===== config.mk =====
export PLATFORM = sky130hd
export DESIGN_NAME = if_stage
export DESIGN_NICKNAME = d
export VERILOG_FILES = /design/src/rtl/if_stage.sv
export SDC_FILE = /design/constraint.sdc
export NUM_CORES = 1
export LEC_CHECK = 0
export ABC_CLOCK_PERIOD_IN_PS = 2500
export CAP_MARGIN = 20
export CORE_MARGIN = 2
export CORE_UTILIZATION = 49
export CTS_CLUSTER_DIAMETER = 150
export DETAILED_ROUTE_END_ITERATION = 10
export PLACE_DENSITY_LB_ADDON = 0.3
export SYNTH_ARGS = -nofsm -noshare
export SYNTH_HDL_FRONTEND = slang
export SYNTH_SLANG_ARGS = --single-unit

===== constraint.sdc =====
create_clock -name clk -period 2.5 [get_ports clk]
set_clock_uncertainty 0.1 [all_clocks]
set_input_delay 0.5 -clock clk [delete_from_list [all_inputs] [get_ports clk]]
set_output_delay 0.5 -clock clk [all_outputs]
set_load 0.02 [all_outputs]

===== src/rtl/if_stage.sv =====
// Instruction-fetch stage: owns the PC, issues single outstanding imem requests,
// and fills the IF/ID register (with a one-word skid for load-use stalls).
module if_stage #(
  parameter int                ADDR_W   = 32,
  parameter logic [ADDR_W-1:0] RESET_PC = '0
) (
  input  logic              clk,
  input  logic              rst_n,
  output logic              imemReq,
  output logic [ADDR_W-1:0] imemAddr,
  input  logic [31:0]       imemRdata,
  input  logic              imemValid,
  input  logic              stall,
  input  logic              branchTaken,
  input  logic [ADDR_W-1:0] branchTarget,
  output logic [31:0]       instrOut,
  output logic [5:0]        opCode,
  output logic [ADDR_W-1:0] pcPlus4Out,
  output logic              ifidValid
);

  typedef enum logic [1:0] {
    S_FETCH = 2'd0,
    S_WAIT  = 2'd1,
    S_HOLD  = 2'd2
  } state_t;

  state_t            state_reg, state_next;
  logic [ADDR_W-1:0] pc_reg, pc_next;
  logic [31:0]       skid_reg, skid_next;
  logic              discard_reg, discard_next;
  logic [31:0]       instr_reg, instr_next;
  logic [ADDR_W-1:0] pc_plus4_reg, pc_plus4_next;
  logic              valid_reg, valid_next;
  logic [ADDR_W-1:0] pc_inc;

  assign pc_inc = pc_reg + ADDR_W'(4);

  always_ff @(posedge clk or negedge rst_n) begin
    if (!rst_n) begin
      state_reg    <= S_FETCH;
      pc_reg       <= RESET_PC;
      skid_reg     <= '0;
      discard_reg  <= 1'b0;
      instr_reg    <= '0;
      pc_plus4_reg <= '0;
      valid_reg    <= 1'b0;
    end else begin
      state_reg    <= state_next;
      pc_reg       <= pc_next;
      skid_reg     <= skid_next;
      discard_reg  <= discard_next;
      instr_reg    <= instr_next;
      pc_plus4_reg <= pc_plus4_next;
      valid_reg    <= valid_next;
    end
  end

  always_comb begin
    state_next    = state_reg;
    pc_next       = pc_reg;
    skid_next     = skid_reg;
    discard_next  = discard_reg;
    instr_next    = instr_reg;
    pc_plus4_next = pc_plus4_reg;
    valid_next    = valid_reg;
    if (branchTaken) begin
      // Redirect wins over everything, including stall, and flushes IF/ID.
      pc_next       = {branchTarget[ADDR_W-1:2], 2'b00};
      instr_next    = '0;
      pc_plus4_next = '0;
      valid_next    = 1'b0;
      case (state_reg)
        S_WAIT: begin
          if (imemValid) begin
            state_next   = S_FETCH;
            discard_next = 1'b0;
          end else begin
            discard_next = 1'b1;
          end
        end
        S_HOLD:  state_next = S_FETCH;
        default: state_next = S_FETCH;
      endcase
    end else begin
      case (state_reg)
        S_FETCH: state_next = S_WAIT;
        S_WAIT: begin
          if (imemValid) begin
            if (discard_reg) begin
              discard_next = 1'b0;
              state_next   = S_FETCH;
            end else if (!stall) begin
              instr_next    = imemRdata;
              pc_plus4_next = pc_inc;
              valid_next    = 1'b1;
              pc_next       = pc_inc;
              state_next    = S_FETCH;
            end else begin
              skid_next  = imemRdata;
              state_next = S_HOLD;
            end
          end
        end
        S_HOLD: begin
          if (!stall) begin
            instr_next    = skid_reg;
            pc_plus4_next = pc_inc;
            valid_next    = 1'b1;
            pc_next       = pc_inc;
            state_next    = S_FETCH;
          end
        end
        default: state_next = S_FETCH;
      endcase
    end
  end

  always_comb begin
    imemReq    = rst_n && (state_reg == S_FETCH) && !branchTaken;
    imemAddr   = pc_reg;
    instrOut   = instr_reg;
    opCode     = instr_reg[31:26];
    pcPlus4Out = pc_plus4_reg;
    ifidValid  = valid_reg;
  end

endmodule

==> reports/results.txt <==
Status: finished, final reports clean
Grt ovf: 0
Post-Syn Area: 0.00651 sq mm
Reg-to-reg endpoint: imemAddr[24]$_DFFE_PN0P_
Post-CTS Setup Bufs: 0
Root buf cell: clkbuf_16
Fin util: 69.6%
Layout cells sized above 1: 14.9%
Router iterations before antenna repair: 5
CTS Sinks: 129
CTS Buffer Depth: 2
Post-synth cell types: 55
Gpl congestion: 0.892
Initial antenna violation count: 0
Max FO, Critical Path: 13
Syn Inst Count: 676
Worst reg2reg path depth: 5
Sequential share of the synthesized area: 49.6%
Die height: 119 um
Critical path capture point type: register
Syn Area/Cell: 9.63 sq um
Max frequency: 425 MHz
Min Hold Slack: 0.0898 ns
CP Class: reg2reg
Post-detailed-route wirelength per cell: 18.1 um
Number of hold buffers added after CTS: 0
Async set-reset flop share out of synthesis: 100%
Core region area: 0.0131 sq mm
Drt drc: 0
Post-DP HPWL: 12600 um
Part of the power in registers: 40.8%
Setup violations, final: 0
Slew headroom: 53.1%
Vias in the first global route: 5953
Fillers: 950
Footprint of the multi-input gates: 0.00296 sq mm
Worst Path Required: 2.73 ns
Area occupied by registers: 0.00323 sq mm
Vias: 6131
Net Switching: 0.00201 W
Num CTS Buffers: 17
FP Rows: 42
Crit-path slowest cell: or4_4
Pre-CTS WS: -0.133 ns
RR Startpoint: imemAddr[2]$_DFFE_PN0P_
Pwr/cell area: 762 mW/mm^2
CTS H-tree depth: 4
Antenna Cells: 0
Clock transition at path regs: 0.06 ns
Power share of the clock group: 34.5%
Post-route clock period utilization: 94.2%
Largest area contributor in the netlist: dfrtp_1
Die footprint: 0.0142 sq mm
Post-synth EDFFs: 0
Port Buffers: 168
Nets: 905
Peak VDD IR: 541 uV
Power share of the combinational group: 24.7%
RSZ-0062 raised after global routing: false
Area growth syn-to-layout: 39.9%
Placed Instances: 992
Register-to-register setup slack: 0.15 ns
Flop and latch count out of synthesis: 129
Slowest stage delay, CP: 0.66 ns
Total track usage: 26.6%
Leak: 3.61 nW
Final Hold Vio Count: 0
Worst path cell trace: ha_1, nand3_2, or4_4, or4_1, a31oi_1
Clk Latency, worst-skew pair: 0.42 ns
Synth top area share: 49.6%
Drt total wl: 18500 um
Overall power: 0.00694 W
Fin crit period: 2.35 ns
1st-iter DRT viols: 671
Crit path DAT: 2.58 ns
Die X-Extent: 119 um
Slew at the pin closest to its max-slew limit: 0.703 ns
Slew Viols, Final: 0
TritonCTS clock tree: yes
Vias/cell: 6.00
Hold Path Class: in2async
Fin cells: 1022
YS warnings: 0
Post-route setup slack: 0.146 ns
Area contributors post-synth: dfrtp_1 50%, mux2_2 5.5%, nand2_1 5.1%
CP Launch Type: register
Routed Antenna Nets: 0
I/O pin cnt: 173
Max Cap Viol: 0
Starting Density: 49.8%
Ys flop type: dfrtp_1
Pint: 0.00492 W
Sw Share: 29.0%
Global-route wire length before repair: 30000 um
Largest net degree at the start of global routing: 130
power groups by stage:
stage | logic, W | clock network (W) | registers (W)
6_report | 0.00171 | 0.00240 | 0.00283
5_1_grt | 0.00185 | 0.00250 | 0.00288
4_1_cts | 0.00172 | 0.00242 | 0.00282
3_5_place_dp | 0.00171 | 0 | 0.00284
3_3_place_gp | 0.00166 | 0 | 0.00281
2_1_floorplan | 0.000769 | 0 | 0.00296
repair_timing:
item	CTS	global route
setup endpoints to repair	1	2
endpoints found under the hold margin	0	0
gates resized for setup	1	1
per-stage QoR:
step / instance area, sq um / setup TNS (ns)
2_1_floorplan: 6510 / 0
3_3_place_gp: 8530 / -0.0717
3_5_place_dp: 8530 / -0.389
4_1_cts: 9110 / 0
5_1_grt: 9110 / 0
6_report: 9110 / 0
per-layer routing:
metal  vias up  part of all wire, %  track usage, %
li1       2814                    -               -
met1      3003                   41            33.6
met2       265                   48            42.5
met3        49                  8.3            7.90
met4         0                  3.3            11.8
met5         -                    0               0
worst max-delay path by stage:
stage	start	cells past startpoint	slack (ns)	endpoint
floorplan	imemAddr[2]$_DFFE_PN0P_	7	0.04	imemAddr[24]$_DFFE_PN0P_
global placement	imemValid	6	-0.04	imemAddr[11]$_DFFE_PN0P_
detailed placement	imemValid	6	-0.13	imemAddr[11]$_DFFE_PN0P_
CTS	imemAddr[2]$_DFFE_PN0P_	5	0.12	pcPlus4Out[22]$_DFFE_PN0P_
global route	imemAddr[2]$_DFFE_PN0P_	5	0.03	imemAddr[24]$_DFFE_PN0P_
finish	imemAddr[2]$_DFFE_PN0P_	5	0.15	imemAddr[24]$_DFFE_PN0P_
cell usage in the layout (no fill, tap or decap), types with 7 or more instances in the layout:
cell type	count
o21ai_0	29
xnor2_1	13
mux2_2	32
nor4_1	7
buf_12	8
o31ai_1	12
a311oi_1	34
buf_4	35
or4_1	15
a31oi_1	27
or4b_1	8
dfrtp_1	129
clkbuf_8	7
a211oi_1	13
o41ai_1	9
nand3_1	20
clkdlybuf4s50_1	165
nand2_1	89
nor2_1	71
a21oi_1	13
nand4_1	13
clkbuf_16	17
synthesized netlist by cell type, drive strengths merged, types with 2 or more instances:
| cell type | instances |
|---|---|
| a211o | 2 |
| a31oi | 27 |
| xnor2 | 13 |
| a311oi | 34 |
| or3 | 7 |
| a21oi | 14 |
| o21ai | 30 |
| dfrtp | 129 |
| nand2 | 89 |
| o211ai | 3 |
| o31ai | 12 |
| or3b | 4 |
| a211oi | 13 |
| nor3 | 6 |
| o41ai | 9 |
| nand4 | 13 |
| nor2 | 71 |
| nand2b | 2 |
| nand3 | 22 |
| nor2b | 4 |
| clkbuf | 48 |
| a22oi | 2 |
| or2 | 4 |
| inv | 7 |
| a2111oi | 2 |
| xor2 | 2 |
| or4 | 17 |
| mux2 | 32 |
| o311ai | 2 |
| or4b | 8 |
| nor4 | 7 |
| a221o | 2 |
| buf | 24 |
worst max-delay path: cells and delay by family, from the launching register on:
kind | cells | cell delay [ns]
AND/OR/NAND/NOR | 3 | 1.29
AO/OA/AOI/OAI | 1 | 0.21
flip-flops | 1 | 0.43
adder cells (fa/ha/maj) | 1 | 0.23
kinds of logic (layout without fill, tap and decap cells):
group	Yosys count	after routing	synth area share [%]
xor+xnor	15	15	2.02
buf+inv	79	248	5.44
compound gates	159	159	17.5
mux	33	33	5.69
other cells	1	2	0.0576
fa+ha+maj	1	1	0.192
simple gates	259	259	19.5
flops	129	129	49.6
final cells by class:
class	instances	area share, %
Clock buffer	25	5.77
Sequential cell	129	35.4
Timing Repair Buffer	211	23.0
Tap cell	176	2.42
Clock inverter	5	0.549
Inverter	7	0.288
Multi-Input combinational cell	469	32.5
(Power assumes the default switching activity.)
